<file path="config.mk">
export PLATFORM = sky130hd
export DESIGN_NAME = if_fetch
export DESIGN_NICKNAME = d
export VERILOG_FILES = /design/src/rtl/if_fetch.sv
export SDC_FILE = /design/constraint.sdc
export NUM_CORES = 1
export LEC_CHECK = 0
export BUFFER_PORTS_ARGS = -buffer_cell sky130_fd_sc_hd__buf_2
export CAP_MARGIN = 20
export CORE_MARGIN = 5
export CORE_UTILIZATION = 60
export CTS_CLUSTER_SIZE = 14
export DETAILED_ROUTE_END_ITERATION = 8
export PLACE_DENSITY_LB_ADDON = 0.12
export SYNTH_ARGS = -nofsm -noshare
export SYNTH_HDL_FRONTEND = slang
export SYNTH_SLANG_ARGS = --single-unit
</file>
<file path="constraint.sdc">
create_clock -name clk -period 21.6 [get_ports clk]
set_clock_uncertainty 0.1 [all_clocks]
set_input_delay 4.32 -clock clk [delete_from_list [all_inputs] [get_ports clk]]
set_output_delay 4.32 -clock clk [all_outputs]
set_load 0.03 [all_outputs]
</file>
<file path="src/rtl/if_fetch.sv">
// Instruction fetch stage: owns the PC, issues word requests to instruction memory
// under a credit limit, and buffers in-order responses for the decode stage.
module if_fetch #(
  parameter logic [31:0] RESET_ADDR = 32'h0000_0000,
  parameter int unsigned FIFO_DEPTH = 2
) (
  input  logic        clk,
  input  logic        rst,
  output logic        imem_req_o,
  output logic [31:0] imem_addr_o,
  input  logic        imem_gnt_i,
  input  logic        imem_rvalid_i,
  input  logic [31:0] imem_rdata_i,
  input  logic        redirect_i,
  input  logic [31:0] redirect_addr_i,
  input  logic        stall_i,
  output logic [31:0] inst_o,
  output logic [31:0] inst_addr_o,
  output logic        inst_valid_o
);

  localparam int unsigned PW = $clog2(FIFO_DEPTH);
  localparam int unsigned CW = PW + 1;
  localparam logic [CW:0] DEPTH_W = (CW + 1)'(FIFO_DEPTH);
  localparam logic [31:0] NOP = 32'h0000_0013;

  logic [31:0]   pc_q, pc_d;
  logic [CW-1:0] inflight_q, inflight_d;
  logic [CW-1:0] discard_q, discard_d;
  logic [CW-1:0] count_q, count_d;
  logic [PW-1:0] rd_ptr_q, rd_ptr_d, wr_ptr_q, wr_ptr_d;
  logic [PW-1:0] tag_rd_q, tag_rd_d, tag_wr_q, tag_wr_d;
  logic [31:0]   buf_addr_q [FIFO_DEPTH];
  logic [31:0]   buf_inst_q [FIFO_DEPTH];
  logic [31:0]   tag_q      [FIFO_DEPTH];

  logic credit_ok, grant, resp, drop, push, pop;

  // A pop in this cycle does not return a credit; buffered words still count.
  assign credit_ok    = ({1'b0, inflight_q} + {1'b0, count_q}) < DEPTH_W;
  assign imem_req_o   = !rst && !redirect_i && credit_ok;
  assign imem_addr_o  = pc_q;
  assign grant        = imem_req_o && imem_gnt_i;
  assign resp         = imem_rvalid_i && (inflight_q != '0);
  assign drop         = redirect_i || (discard_q != '0);
  assign push         = resp && !drop;
  assign pop          = inst_valid_o && !stall_i && !redirect_i;

  assign inst_valid_o = (count_q != '0);
  assign inst_o       = inst_valid_o ? buf_inst_q[rd_ptr_q] : NOP;
  assign inst_addr_o  = inst_valid_o ? buf_addr_q[rd_ptr_q] : '0;

  always_comb begin
    pc_d       = pc_q;
    inflight_d = inflight_q + CW'(grant) - CW'(resp);
    discard_d  = discard_q;
    count_d    = count_q;
    rd_ptr_d   = rd_ptr_q;
    wr_ptr_d   = wr_ptr_q;
    tag_wr_d   = tag_wr_q + PW'(grant);
    tag_rd_d   = tag_rd_q + PW'(resp);
    if (redirect_i) begin
      pc_d      = {redirect_addr_i[31:2], 2'b00};
      // Every request still outstanding after this cycle belongs to the old path.
      discard_d = inflight_q - CW'(resp);
      count_d   = '0;
      rd_ptr_d  = '0;
      wr_ptr_d  = '0;
    end else begin
      if (grant) pc_d = pc_q + 32'd4;
      if (resp && (discard_q != '0)) discard_d = discard_q - CW'(1);
      count_d  = count_q + CW'(push) - CW'(pop);
      wr_ptr_d = wr_ptr_q + PW'(push);
      rd_ptr_d = rd_ptr_q + PW'(pop);
    end
  end

  always_ff @(posedge clk or posedge rst) begin
    if (rst) begin
      pc_q       <= RESET_ADDR;
      inflight_q <= '0;
      discard_q  <= '0;
      count_q    <= '0;
      rd_ptr_q   <= '0;
      wr_ptr_q   <= '0;
      tag_rd_q   <= '0;
      tag_wr_q   <= '0;
      for (int unsigned i = 0; i < FIFO_DEPTH; i++) begin
        buf_addr_q[i] <= '0;
        buf_inst_q[i] <= '0;
        tag_q[i]      <= '0;
      end
    end else begin
      pc_q       <= pc_d;
      inflight_q <= inflight_d;
      discard_q  <= discard_d;
      count_q    <= count_d;
      rd_ptr_q   <= rd_ptr_d;
      wr_ptr_q   <= wr_ptr_d;
      tag_rd_q   <= tag_rd_d;
      tag_wr_q   <= tag_wr_d;
      if (grant) tag_q[tag_wr_q] <= pc_q;
      if (push) begin
        buf_addr_q[wr_ptr_q] <= tag_q[tag_rd_q];
        buf_inst_q[wr_ptr_q] <= imem_rdata_i;
      end
    end
  end

  a_rvalid_has_inflight: assert property (@(posedge clk) disable iff (rst)
    imem_rvalid_i |-> (inflight_q != '0));

endmodule
</file>
==> impl_metrics.prom, run 1 <==
# TYPE chip_impl_metric gauge
chip_impl_info{name="run_status",value="finished, final reports clean"} 1
chip_impl_metric{name="track_usage",unit="%"} 22.7
chip_impl_info{name="min_from",value="tag_rd_q"} 1
chip_impl_metric{name="dp_hpwl",unit="um"} 14400
chip_impl_metric{name="timing.final.setup_violations",unit=""} 0
chip_impl_metric{name="remaining_drc_errors",unit=""} 0
chip_impl_metric{name="critPathMaxStageDelay",unit="ns"} 0.39
chip_impl_info{name="ys.flop_type",value="sky130_fd_sc_hd__dfrtp_1"} 1
chip_impl_info{name="cts_root_buf",value="sky130_fd_sc_hd__clkbuf_16"} 1
chip_impl_metric{name="antennaDiodeCount",unit=""} 0
chip_impl_metric{name="fillCellCount",unit=""} 1232
chip_impl_metric{name="clock-sinks",unit=""} 224
chip_impl_metric{name="dpl.cell_count",unit=""} 1242
chip_impl_info{name="timing.hold.worst.class",value="reg2reg"} 1
chip_impl_info{name="ff_to_ff_end",value="tag_q[24]"} 1
chip_impl_metric{name="vias",unit=""} 7315
chip_impl_metric{name="pre_cts_ws",unit="ns"} 11.82
chip_impl_metric{name="place.gp.congestion",unit=""} 0.877
chip_impl_metric{name="synth_top_area_share",unit="%"} 54.4
chip_impl_metric{name="ant_nets",unit=""} 0
chip_impl_metric{name="cell_count_after_synthesis",unit=""} 905
chip_impl_metric{name="drtPass1Iterations",unit=""} 6
chip_impl_metric{name="grt_remaining_overflow",unit=""} 0
chip_impl_metric{name="grt_start_max_net_pins",unit=""} 156
chip_impl_metric{name="routedWlPerCell",unit="um"} 17.4
chip_impl_metric{name="whs",unit="ns"} 0.375
chip_impl_info{name="post-synth-top-area-cell",value="sky130_fd_sc_hd__dfrtp_1"} 1
chip_impl_metric{name="min_period",unit="ns"} 9.78
chip_impl_metric{name="ir_drop",unit="uV"} 91.8
chip_impl_metric{name="final_cell_count_no_fill",unit=""} 1284
chip_impl_metric{name="ff2ff_setup_slack",unit="ns"} 18.36
chip_impl_metric{name="post_cts.resized_instances",unit=""} 0
chip_impl_info{name="critical-path-top-delay-family",value="buffers and inverters"} 1
chip_impl_metric{name="cts-buffers-inserted",unit=""} 23
chip_impl_metric{name="cts_clk_pin_slew_worst_paths",unit="ns"} 0.06
chip_impl_metric{name="cp_max_fo",unit=""} 53
chip_impl_metric{name="finalWirelength",unit="um"} 22400
chip_impl_metric{name="yosys.cell_types.count",unit=""} 49
chip_impl_metric{name="core",unit="sq um"} 17100
chip_impl_metric{name="final_hold_violations",unit=""} 0
chip_impl_metric{name="synthArstFlopShare",unit="%"} 100
chip_impl_metric{name="clk_latency",unit="ns"} 0.50
chip_impl_info{name="leading_cell_type_in_the_layout_fill_and_taps_excluded",value="sky130_fd_sc_hd__dfrtp_1"} 1
chip_impl_metric{name="synthToLayoutAreaGrowth",unit="%"} 17.1
chip_impl_metric{name="layout-drive-gt1-share",unit="%"} 32.5
chip_impl_metric{name="cts_hold_buf",unit=""} 0
chip_impl_metric{name="die_w",unit="um"} 141
chip_impl_info{name="grt_setup_unrepaired",value="false"} 1
chip_impl_metric{name="cp_data_arrival_time",unit="ns"} 5.36
chip_impl_metric{name="drv_cap",unit=""} 0
chip_impl_info{name="cp-end-kind",value="output pin"} 1
chip_impl_metric{name="die_h",unit="um"} 141
chip_impl_metric{name="grt_pass1_wl",unit="um"} 37400
chip_impl_metric{name="synth_sequential_area_ratio",unit="%"} 54.4
chip_impl_metric{name="num-nets-final",unit=""} 1125
chip_impl_metric{name="timing_max_transition_violations_final",unit=""} 0
chip_impl_info{name="crit_type",value="in2out"} 1
chip_impl_info{name="final_cell_mix",value="sky130_fd_sc_hd__dfrtp_1 (223), sky130_fd_sc_hd__buf_2 (161), sky130_fd_sc_hd__nor2_1 (138)"} 1
chip_impl_metric{name="critical_path_buf_inv_count",unit=""} 3
chip_impl_metric{name="worst_reg_to_reg_cells",unit=""} 6
chip_impl_metric{name="synth_enable_flop_cells",unit=""} 0
chip_impl_metric{name="slew_hr",unit="%"} 27.5
chip_impl_metric{name="first_global_vias",unit=""} 7324
chip_impl_info{name="r2r-start",value="count_q[0]"} 1
chip_impl_info{name="worstPathCellList",value="buf_2 > buf_4 > nor4_4 > buf_2"} 1
chip_impl_metric{name="clock.fmax",unit="MHz"} 102
chip_impl_metric{name="floorplan.initialDensity",unit="%"} 60.4
chip_impl_metric{name="critPathRequiredTime",unit="ns"} 17.18
chip_impl_metric{name="fin_crit_sh",unit="%"} 45.3
chip_impl_metric{name="vias_per_cell",unit=""} 5.70
chip_impl_info{name="cts_tree",value="yes"} 1
chip_impl_metric{name="slew_at_the_pin_with_the_worst_max_slew_slack",unit="ns"} 1.08
chip_impl_info{name="crit_path_top_delay_cell",value="sky130_fd_sc_hd__nor4_4"} 1
chip_impl_info{name="cpMostUsedCell",value="sky130_fd_sc_hd__buf_2"} 1
chip_impl_metric{name="finalWorstSetupSlack",unit="ns"} 11.82
chip_impl_metric{name="synth-seq-cells",unit=""} 224
chip_impl_metric{name="max-clock-path-buffers",unit=""} 3
chip_impl_metric{name="fp.dieArea",unit="sq um"} 19900
chip_impl_metric{name="initial_antenna_violation_count",unit=""} 0
chip_impl_metric{name="cts_max_level",unit=""} 1
chip_impl_metric{name="i_o_pins",unit=""} 168
chip_impl_metric{name="cts_post_setup_buffers_inserted",unit=""} 0
chip_impl_info{name="synth_top_cells_by_area",value="sky130_fd_sc_hd__dfrtp_1 (54%), sky130_fd_sc_hd__mux2_2 (14%), sky130_fd_sc_hd__mux2i_1 (9.0%), sky130_fd_sc_hd__nor2_1 (5.1%), sky130_fd_sc_hd__a21oi_1 (3.2%)"} 1
chip_impl_metric{name="drtIter0Drc",unit=""} 435
chip_impl_metric{name="numPortBuffers",unit=""} 161
chip_impl_metric{name="core.rowCount",unit=""} 48
chip_impl_info{name="worst_hold_path.endpoint",value="tag_rd_q"} 1
chip_impl_metric{name="syn_area",unit="sq um"} 10300
chip_impl_metric{name="cp_num_cells",unit=""} 4
chip_impl_metric{name="count_of_warnings_emitted_by_yosys",unit=""} 0
chip_impl_metric{name="hold_depth",unit=""} 1
chip_impl_metric{name="setup-tns-final",unit="ns"} 0
chip_impl_info{name="worst_setup_path_start_kind",value="input port"} 1
chip_impl_metric{name="pwr_dens",unit="nW/um^2"} 127
chip_impl_metric{name="synth_area_per_cell",unit="sq um"} 11.4
chip_impl_metric{name="power_leakage",unit="nW"} 5.68
==> final cells by class <==
cell class	instances	area, sq um	area share, %
clock buffer	37	698	5.79
clock inverter	4	95.1	0.788
inverter	18	75.1	0.622
multi-input combinational	607	4420	36.7
sequential	224	5610	46.5
tap	225	282	2.33
timing repair buffer	169	886	7.34
==> sequential cells by signal, indices dropped and copies added (netlist names) <==
signal	count
buf_inst_q	64
buf_addr_q	60
tag_q	60
imem_addr_o	30
count_q	2
discard_q	2
inflight_q	2
rd_ptr_q	1
tag_rd_q	1
tag_wr_q	1
wr_ptr_q	1
==> worst max-delay path by stage <==
stage                          end  slack (ns)       start
floorplan           buf_addr_q[10]       11.05         rst
global placement        imem_req_o       11.83  redirect_i
detailed placement      imem_req_o       11.82  redirect_i
CTS                     imem_req_o       11.83  redirect_i
global route            imem_req_o       11.76  redirect_i
finish                  imem_req_o       11.82  redirect_i
==> report_power, final <==
group	internal, mW	total [mW]	switching, mW
Clock	0.256	0.410	0.155
Combinational	0.204	0.452	0.248
Sequential	0.573	0.667	0.0935
Total	1.03	1.53	0.496
==> cells by family after synthesis <==
kind of cell,synth area share (%)
AOI/OAI and AO/OA,6.61
xor gates and xnor gates,0.850
adders and majority gates,1.53
buffers and inverters,3.20
DFF,54.4
muxes,22.6
other,0.0364
and+or+nand+nor,10.8
==> cells in the mapped netlist (2+ instances only) <==
| master | count |
|---|---|
| sky130_fd_sc_hd__nand4_1 | 15 |
| sky130_fd_sc_hd__o21ai_0 | 22 |
| sky130_fd_sc_hd__buf_4 | 4 |
| sky130_fd_sc_hd__nand3b_1 | 4 |
| sky130_fd_sc_hd__nand3_1 | 12 |
| sky130_fd_sc_hd__a31o_2 | 3 |
| sky130_fd_sc_hd__nor2_1 | 139 |
| sky130_fd_sc_hd__mux2_2 | 124 |
| sky130_fd_sc_hd__xnor2_1 | 7 |
| sky130_fd_sc_hd__nand2_1 | 43 |
| sky130_fd_sc_hd__mux2i_1 | 93 |
| sky130_fd_sc_hd__nor2b_1 | 6 |
| sky130_fd_sc_hd__and2_1 | 2 |
| sky130_fd_sc_hd__o311ai_0 | 5 |
| sky130_fd_sc_hd__ha_1 | 11 |
| sky130_fd_sc_hd__o31a_1 | 2 |
| sky130_fd_sc_hd__nor4_1 | 3 |
| sky130_fd_sc_hd__xor2_1 | 3 |
| sky130_fd_sc_hd__and3_1 | 4 |
| sky130_fd_sc_hd__clkbuf_1 | 42 |
| sky130_fd_sc_hd__a22oi_1 | 2 |
| sky130_fd_sc_hd__a21oi_1 | 65 |
| sky130_fd_sc_hd__dfrtp_1 | 224 |
| sky130_fd_sc_hd__a221o_1 | 5 |
| sky130_fd_sc_hd__or3_1 | 3 |
| sky130_fd_sc_hd__buf_2 | 2 |
| sky130_fd_sc_hd__inv_1 | 17 |
| sky130_fd_sc_hd__buf_1 | 9 |
| sky130_fd_sc_hd__o211ai_1 | 6 |
| sky130_fd_sc_hd__nor3_1 | 9 |
==> through the flow <==
| step | utilization [%] | instance area (sq um) | power [mW] |
|---|---|---|---|
| global route | 70.8 | 12100 | 1.63 |
| finish | 70.8 | 12100 | 1.53 |
| CTS | 70.6 | 12000 | 1.54 |
| floorplan | - | 10300 | 1.01 |
| detailed placement | 65.9 | 11200 | 1.13 |
| global placement | 65.9 | 11200 | 1.11 |
==> layer usage <==
layer,track usage (%),up-vias,share of wire (%)
met1,33.3,3607,46
met2,36.2,248,46
met3,3.70,26,6.7
met4,4.69,0,1.4
li1,-,3434,-
met5,0,-,0
No activity file was read; power rests on OpenSTA's default activity.
==> run 2, diff against run 1 <==
CORE_UTILIZATION = 57   (was 60)
clock period = 9.45 ns   (was 21.6 ns; I/O delays follow)
==> impl_metrics.prom, run 2 (synthesis results as in run 1) <==
# TYPE chip_impl_metric gauge
chip_impl_metric{name="pre_cts_ws",unit="ns"} 4.41
chip_impl_metric{name="power_frac_comb",unit="%"} 29.2
chip_impl_metric{name="power.sequential.fraction",unit="%"} 45.3
chip_impl_metric{name="max-clock-path-buffers",unit=""} 3
chip_impl_metric{name="final_hold_violations",unit=""} 0
chip_impl_metric{name="drtPass1Iterations",unit=""} 4
chip_impl_metric{name="post_cts.resized_instances",unit=""} 0
chip_impl_metric{name="cts-buffers-inserted",unit=""} 24
chip_impl_metric{name="net_switching_fraction_of_the_power",unit="%"} 33.1
chip_impl_metric{name="timing_max_transition_violations_final",unit=""} 0
chip_impl_metric{name="first_global_vias",unit=""} 7409
chip_impl_metric{name="power_leakage",unit="nW"} 5.66
chip_impl_metric{name="vias",unit=""} 7247
chip_impl_metric{name="p_int",unit="mW"} 2.29
chip_impl_info{name="cts_tree",value="yes"} 1
chip_impl_metric{name="layout-drive-gt1-share",unit="%"} 32.2
chip_impl_metric{name="grt_start_max_net_pins",unit=""} 162
chip_impl_metric{name="antennaDiodeCount",unit=""} 0
chip_impl_metric{name="share_clk_of_total_power",unit="%"} 25.5
chip_impl_info{name="timing.hold.worst.class",value="reg2reg"} 1
chip_impl_metric{name="min_period",unit="ns"} 5.04
chip_impl_metric{name="vias_per_cell",unit=""} 5.61
chip_impl_metric{name="ant_nets",unit=""} 0
chip_impl_metric{name="die_h",unit="um"} 144
chip_impl_metric{name="place.gp.congestion",unit=""} 0.791
chip_impl_metric{name="i_o_pins",unit=""} 168
chip_impl_metric{name="routedWlPerCell",unit="um"} 18.0
chip_impl_metric{name="switching_power",unit="mW"} 1.14
chip_impl_info{name="final_cell_mix",value="sky130_fd_sc_hd__dfrtp_1 (222), sky130_fd_sc_hd__buf_2 (161), sky130_fd_sc_hd__nor2_1 (138)"} 1
chip_impl_metric{name="die_w",unit="um"} 144
chip_impl_info{name="crit_type",value="in2out"} 1
chip_impl_info{name="crit_end",value="imem_req_o"} 1
chip_impl_metric{name="fp.dieArea",unit="sq um"} 20900
chip_impl_info{name="grt_setup_unrepaired",value="false"} 1
chip_impl_metric{name="initial_antenna_violation_count",unit=""} 1
chip_impl_metric{name="slew_at_the_pin_with_the_worst_max_slew_slack",unit="ns"} 1.03
chip_impl_metric{name="postPlaceCellArea",unit="sq um"} 11300
chip_impl_metric{name="ff2ff_setup_slack",unit="ns"} 5.91
chip_impl_metric{name="remaining_drc_errors",unit=""} 0
chip_impl_metric{name="pwr_dens",unit="nW/um^2"} 285
chip_impl_metric{name="grt_pass1_wl",unit="um"} 37800
chip_impl_metric{name="drv_cap",unit=""} 0
chip_impl_metric{name="critPathRequiredTime",unit="ns"} 7.46
chip_impl_metric{name="finalWirelength",unit="um"} 23200
chip_impl_info{name="cts_root_buf",value="sky130_fd_sc_hd__clkbuf_16"} 1
chip_impl_metric{name="cts_clk_pin_slew_worst_paths",unit="ns"} 0.05
chip_impl_metric{name="fin_crit_sh",unit="%"} 53.3
chip_impl_info{name="top_regs",value="buf_inst_q: 64 flops, buf_addr_q: 60 flops, tag_q: 60 flops"} 1
chip_impl_info{name="worst_setup_path_start_kind",value="input port"} 1
chip_impl_metric{name="design_area",unit="sq um"} 12000
chip_impl_metric{name="clock.fmax",unit="MHz"} 198
chip_impl_metric{name="timing.final.setup_violations",unit=""} 0
chip_impl_metric{name="core.rowCount",unit=""} 49
chip_impl_metric{name="numPortBuffers",unit=""} 161
chip_impl_metric{name="clock-sinks",unit=""} 224
chip_impl_metric{name="cp_max_fo",unit=""} 53
chip_impl_metric{name="slew_hr",unit="%"} 31.0
chip_impl_metric{name="cp_data_arrival_time",unit="ns"} 3.05
chip_impl_metric{name="cts_hold_buf",unit=""} 0
chip_impl_metric{name="cts_post_setup_buffers_inserted",unit=""} 0
chip_impl_metric{name="worst_reg_to_reg_cells",unit=""} 7
chip_impl_metric{name="max_ffs_per_register",unit=""} 64
chip_impl_metric{name="cts_max_level",unit=""} 1
chip_impl_metric{name="track_usage",unit="%"} 22.5
chip_impl_metric{name="num-nets-final",unit=""} 1127
chip_impl_metric{name="clk_latency",unit="ns"} 0.50
chip_impl_info{name="leading_cell_type_in_the_layout_fill_and_taps_excluded",value="sky130_fd_sc_hd__dfrtp_1"} 1
chip_impl_info{name="cp-end-kind",value="output pin"} 1
chip_impl_metric{name="grt_remaining_overflow",unit=""} 0
chip_impl_info{name="largest_register_by_flop_count",value="buf_inst_q"} 1
chip_impl_metric{name="ir_drop",unit="uV"} 180
chip_impl_metric{name="core",unit="sq um"} 17900
chip_impl_metric{name="floorplan.initialDensity",unit="%"} 57.6
chip_impl_metric{name="drtIter0Drc",unit=""} 445
chip_impl_metric{name="whs",unit="ns"} 0.404
chip_impl_metric{name="report.power.total",unit="mW"} 3.43
chip_impl_metric{name="finalWorstSetupSlack",unit="ns"} 4.41
chip_impl_metric{name="setup-tns-final",unit="ns"} 0
chip_impl_info{name="run_status",value="finished, final reports clean"} 1
chip_impl_info{name="r2r-start",value="count_q[0]"} 1
chip_impl_info{name="crit_path_start",value="redirect_i"} 1
chip_impl_info{name="ff_to_ff_end",value="tag_q[51]"} 1
chip_impl_metric{name="dp_hpwl",unit="um"} 14900
chip_impl_metric{name="synthToLayoutAreaGrowth",unit="%"} 16.6
## run 2: changes by cell type in the layout (fill, tap and decap cells not counted), moves of 2 or more
cell	delta
sky130_fd_sc_hd__clkbuf_16	+2
sky130_fd_sc_hd__ha_1	+2
sky130_fd_sc_hd__clkbuf_8	-3
sky130_fd_sc_hd__clkbuf_1	+4
sky130_fd_sc_hd__bufinv_16	-3
sky130_fd_sc_hd__clkinv_2	+2
sky130_fd_sc_hd__ha_2	-2
## run 2: layer usage
metal / part of all wire, % / up-vias / wire, um / track usage [%]
li1: - / 3451 / - / -
met1: 44 / 3567 / 10300 / 31.2
met2: 48 / 197 / 11200 / 37.8
met3: 6.0 / 30 / 1400 / 4.03
met4: 1.6 / 2 / 374 / 4.27
met5: 0.056 / - / 13 / 0
## run 2: cell type report
cell class                 instances  area [sq um]
sequential                       224          5610
fill                            1414          5880
clock buffer                      40           722
multi-input combinational        607          4420
tap                              229           287
timing repair buffer             170           893
clock inverter                     3          15.0
inverter                          18          75.1
## run 2: worst max-delay path: stages
cell,delay [ns]
sky130_fd_sc_hd__buf_2,0.10
sky130_fd_sc_hd__buf_4,0.29
sky130_fd_sc_hd__nor4_4,0.49
sky130_fd_sc_hd__buf_2,0.28
## run 2: power by group through the flow
| stage | Sequential, mW | Combinational, mW | Clock, mW |
|---|---|---|---|
| 2_1_floorplan | 1.50 | 0.800 | 0 |
| 3_3_place_gp | 1.55 | 0.980 | 0 |
| 3_5_place_dp | 1.57 | 1.01 | 0 |
| 4_1_cts | 1.56 | 1.02 | 0.894 |
| 5_1_grt | 1.60 | 1.12 | 0.937 |
| 6_report | 1.55 | 1.00 | 0.876 |
## run 2: how the worst min path moves through the flow
stage                   startpoint              to  slack [ns]  cells past startpoint
global placement         tag_q[49]       tag_q[49]        0.39                      1
CTS                 buf_inst_q[35]  buf_inst_q[35]        0.41                      1
global route        buf_inst_q[44]  buf_inst_q[44]        0.41                      1
floorplan           buf_inst_q[32]  buf_inst_q[32]        0.38                      1
finish                   tag_q[51]       tag_q[51]        0.40                      1
detailed placement  buf_inst_q[35]  buf_inst_q[35]        0.39                      1
## run 2: stage by stage
stage	instances	util (%)
floorplan	908	-
global placement	1247	62.9
detailed placement	1247	62.9
CTS	1290	67.0
global route	1291	67.1
finish	1291	67.1
